[config.mk]
export PLATFORM = sky130hd
export DESIGN_NAME = dcm_ctrl
export DESIGN_NICKNAME = d
export VERILOG_FILES = /design/src/rtl/dcm_ctrl.sv
export SDC_FILE = /design/constraint.sdc
export NUM_CORES = 1
export LEC_CHECK = 0
export BUFFER_PORTS_ARGS = -buffer_cell sky130_fd_sc_hd__buf_2
export CORE_MARGIN = 3
export CORE_UTILIZATION = 40
export DETAILED_ROUTE_END_ITERATION = 7
export PLACE_DENSITY = 0.61
export SYNTH_ARGS = -nofsm -noshare
export SYNTH_HDL_FRONTEND = slang
export SYNTH_SLANG_ARGS = --single-unit
[constraint.sdc]
create_clock -name clk -period 1.95 [get_ports clk]
set_clock_uncertainty 0.15 [all_clocks]
set_input_delay 0.0975 -clock clk [delete_from_list [all_inputs] [get_ports clk]]
set_output_delay 0.0975 -clock clk [all_outputs]
set_load 0.02 [all_outputs]
[src/rtl/dcm_ctrl.sv]
// Divider-change controller: round-robin arbitration between two requesters,
// update pulse, settle wait, ack. Optional DCM_CTRL_SKIP_SAME_EN skips no-op codes.
module dcm_ctrl #(
  parameter int unsigned SETTLE = 16
) (
  input  logic       clk,
  input  logic       rst,
  input  logic       req_a,
  input  logic [2:0] prog_a,
  input  logic       req_b,
  input  logic [2:0] prog_b,
  output logic       update,
  output logic [2:0] prog_out,
  output logic       ack_a,
  output logic       ack_b,
  output logic       busy,
  output logic [2:0] cur_prog
);

  typedef enum logic [1:0] {
    S_IDLE,
    S_ISSUE,
    S_SETTLE,
    S_ACK
  } state_t;

  localparam logic [7:0] LOAD = 8'(SETTLE - 1);

  state_t     r_state;
  state_t     w_next;
  logic       r_win;
  logic       r_last;
  logic [2:0] r_code;
  logic [2:0] r_cur;
  logic [7:0] r_cnt;

  logic       w_req;
  logic       w_win;
  logic [2:0] w_code;
  logic       w_skip;

  // r_win/r_last: 0 = A, 1 = B
  assign w_req  = req_a | req_b;
  assign w_win  = (req_a & req_b) ? ~r_last : req_b;
  assign w_code = w_win ? prog_b : prog_a;

`ifdef DCM_CTRL_SKIP_SAME_EN
  assign w_skip = (w_code == r_cur);
`else
  assign w_skip = 1'b0;
`endif

  always_comb begin
    w_next = r_state;
    unique case (r_state)
      S_IDLE:   if (w_req) w_next = w_skip ? S_ACK : S_ISSUE;
      S_ISSUE:  w_next = S_SETTLE;
      S_SETTLE: if (r_cnt == 8'd0) w_next = S_ACK;
      S_ACK:    w_next = S_IDLE;
      default:  w_next = S_IDLE;
    endcase
  end

  always_ff @(posedge clk or negedge rst) begin
    if (!rst) begin
      r_state <= S_IDLE;
      r_win   <= 1'b0;
      r_last  <= 1'b1;
      r_code  <= 3'd0;
      r_cur   <= 3'd0;
      r_cnt   <= 8'd0;
    end else begin
      r_state <= w_next;
      case (r_state)
        S_IDLE: begin
          if (w_req) begin
            r_win  <= w_win;
            r_code <= w_code;
          end
        end
        S_ISSUE: begin
          r_cur <= r_code;
          r_cnt <= LOAD;
        end
        S_SETTLE: begin
          if (r_cnt != 8'd0) r_cnt <= r_cnt - 8'd1;
        end
        S_ACK: r_last <= r_win;
        default: ;
      endcase
    end
  end

  assign update   = (r_state == S_ISSUE);
  assign prog_out = r_code;
  assign ack_a    = (r_state == S_ACK) & ~r_win;
  assign ack_b    = (r_state == S_ACK) & r_win;
  assign busy     = (r_state != S_IDLE);
  assign cur_prog = r_cur;

endmodule
==> flow_summary_export.csv <==
group,metric,value,unit
floorplanning,die_y,57.1,um
sta,fmax,527,MHz
critical_path,worstPathRequired,2030,ps
detailed_routing,drt_wl_total,2.44,mm
sta,drv_slew,0,
critical_path,slowest_delay,470,ps
synthesis,synthTopCellsByCount,"17 x dfrtp_1, 7 x inv_1, 7 x nand2_1",
grt,use_met1,20.2,%
synthesis,synthCells,104,
critical_path,crit_chain,"inv_1, ha_1, or3b_4, or4_1, a21oi_1",
outcome,status,"complete, no violations",
detailed_routing,first_pass_iters,3,
cts,cts_made_buffers,3,
synthesis,ys_async_sr_fraction,100,%
grt,grt_max_degree,19,
sta,worstMarginPinSlew,591,ps
critical_path,crit_slowest_cell,"or4_1",
grt,grt_pass1_vias,922,
detailed_routing,drcViolationCount,0,
grt,met2_usage,28.5,%
critical_path,end_kind,"flop",
floorplanning,io_pins,20,
sta,fin_crit,1900,ps
grt,busiest_layer,"met2",
sta,hold_violations,0,
synthesis,synth_edf_count,0,
cells_and_area,finalNetCount,157,
cts,clk_latency,290,ps
cts,root_buffer,"clkbuf_4",
grt,track_usage,16.2,%
critical_path,crit_arrival,1970,ps
cells_and_area,diodes,0,
synthesis,seq_area_frac_synth,43.3,%
synthesis,synth.distinct_cells,38,
synthesis,yosysTopAreaCellShare,40.8,%
place,gp_congestion,0.787,
sta,setup_viol,0,
synthesis,post-synth-top-count-cell,"dfrtp_1",
detailed_routing,ant_nets,0,
power_and_ir_drop,p_leak,0.615,nW
cts,cts_sinks,18,
power_and_ir_drop,vdd_ir_drop_max,0.00112,V
cells_and_area,fillers,210,
grt,overflow,0,
synthesis,synth_area_leaders,"dfrtp_1 41%, ha_1 7.2%, mux2_2 6.5%",
synthesis,ys_seq_elements,18,
synthesis,syn_area,0.00104,sq mm
detailed_routing,drt_iter0_drc,14,
floorplanning,core_area,0.00234,sq mm
cells_and_area,syn2layout_area_growth,28.4,%
run,cap_violations,0,
floorplanning,start_util,44.6,%
critical_path,startpoint_type,"flop",
sta,maxSlewHeadroom,60.3,%
grt,grt_pass1_wl,4.19,mm
cells_and_area,drive_above_1_share,32.9,%
synthesis,syn_avg_cell_area,10.0,sq um
cts,clk_pin_slew,100,ps
floorplanning,die_area,0.00326,sq mm
power_and_ir_drop,p_per_area,1350,mW/mm^2
detailed_routing,dr_total_vias,896,
hold_path,hp-class,"in2reg",
floorplanning,fp.dieW,57.1,um
sta,timing.hold.ws,78.0,ps
sta,fin_setup_tns,0,ps
floorplanning,num_rows,17,
cts,clock_path_buffers,2,
critical_path,critPathKind,"reg2reg",
cts,cts_tree,"done",
detailed_routing,vias_per_cell,5.33,
grt,grtUsageMet3,4.75,%
cts,htreeDepth,1,
place,dp_hpwl,1.73,mm
synthesis,post-synth-top-area-cell,"dfrtp_1",
sta,finalCritPeriodShare,97.3,%
sta,rsz0062_at_grt,"false",
synthesis,yosysWarnings,0,
place,numPortBuffers,19,
detailed_routing,wl_per_cell,14.5,um
critical_path,worstPathMaxFanout,3,
synthesis,synth_ff_type,"dfrtp_1",
grt,antenna_found_initial,0,
synthesis,synth_fp_nets,120,
[final timing paths]
kind | start | endpoint | slack, ps | depth (start not counted)
hold reg to reg | prog_out[1]$_DFFE_PN0P_ | prog_out[1]$_DFFE_PN0P_ | 360 | 2
setup reg to reg | r_state[0]$_DFFE_PN0P_ | r_cnt[5]$_DFFE_PN0P_ | 50 | 5
setup / recovery | r_state[0]$_DFFE_PN0P_ | r_cnt[5]$_DFFE_PN0P_ | 50 | 5
min in group asynchronous | rst | r_cnt[4]$_DFFE_PN0P_ | 110 | 2
max in group asynchronous | rst | r_last$_DFFE_PN1N_ | 1210 | 2
hold / removal | req_a | r_win$_DFFE_PN0P_ | 80 | 3
[layout by cell type, fill, tap and decap left out, types with 2 or more instances in the layout]
cell type      instances
ha_1                   5
mux2i_1                3
nor3_1                 4
nand2_1                7
nor2_1                 6
clkbuf_4               3
buf_4                 10
or3_1                  2
o21ai_0                4
o31ai_1                3
dfrtp_1               17
inv_1                  7
o211ai_1               4
dlygate4sd3_1          7
nor2b_1                4
mux2_2                 6
buf_2                 19
nand4_1                2
a21oi_1                5
[routing by layer]
metal  vias to the layer above  part of all wire (%)
li1                        452                     -
met5                         -                     0
met2                        10                    51
met3                         0                   3.3
met4                         0                     0
met1                       434                    45
[per-stage QoR]
step	instances	power (mW)	util (%)	setup slack [ps]	instance area (sq um)
global route	168	1.97	57.3	2.31	1340
detailed placement	156	1.58	52.0	75.6	1220
floorplan	104	1.26	-	25.9	1040
finish	168	1.81	57.3	53.0	1340
CTS	167	1.80	56.1	51.3	1310
global placement	156	1.54	52.0	127	1220
[critical path: cells and delay by family, from the launching register on]
family	cells	cell delay, ps
fa+ha+maj	1	170
simple gates	2	860
buf+inv	1	110
flops	1	410
compound gates	1	130
[logic make-up (layout without fill, tap and decap cells)]
kind of cell / Yosys count / after routing / share of synthesized area [%]
adder cells (fa/ha/maj): 6 / 6 / 7.19
buffers and inverters: 11 / 47 / 4.80
AO/OA/AOI/OAI: 25 / 25 / 16.2
multiplexers: 9 / 9 / 9.35
AND/OR/NAND/NOR: 35 / 35 / 19.2
flip-flops: 18 / 18 / 43.3
[final cells by class]
type | count | area (sq um) | area share, %
Multi-Input combinational cell | 75 | 561 | 41.8
Sequential cell | 18 | 452 | 33.7
Timing Repair Buffer | 36 | 240 | 17.9
Tap cell | 28 | 35.0 | 2.61
Clock buffer | 4 | 26.3 | 1.96
Inverter | 7 | 26.3 | 1.96
[repair_timing]
| item | 4_1_cts | 5_1_grt |
|---|---|---|
| setup buffers | 0 | 1 |
| hold buffers | 7 | 0 |
| endpoints found under the setup margin | 0 | 6 |
| endpoints found under the hold margin | 21 | 0 |
| gates resized for setup | 0 | 5 |
[power by group]
part	switching (mW)	internal, mW	total [mW]
combinational	0.531	0.449	0.980
clock	0.116	0.0796	0.196
sequential	0.109	0.528	0.637
total	0.756	1.06	1.81
[registers in the layout, indices dropped and copies added, names as in the netlist]
register  flops
r_cnt         8
cur_prog      3
prog_out      3
r_state       2
r_last        1
r_win         1
Power figures use the tool's default switching activity.
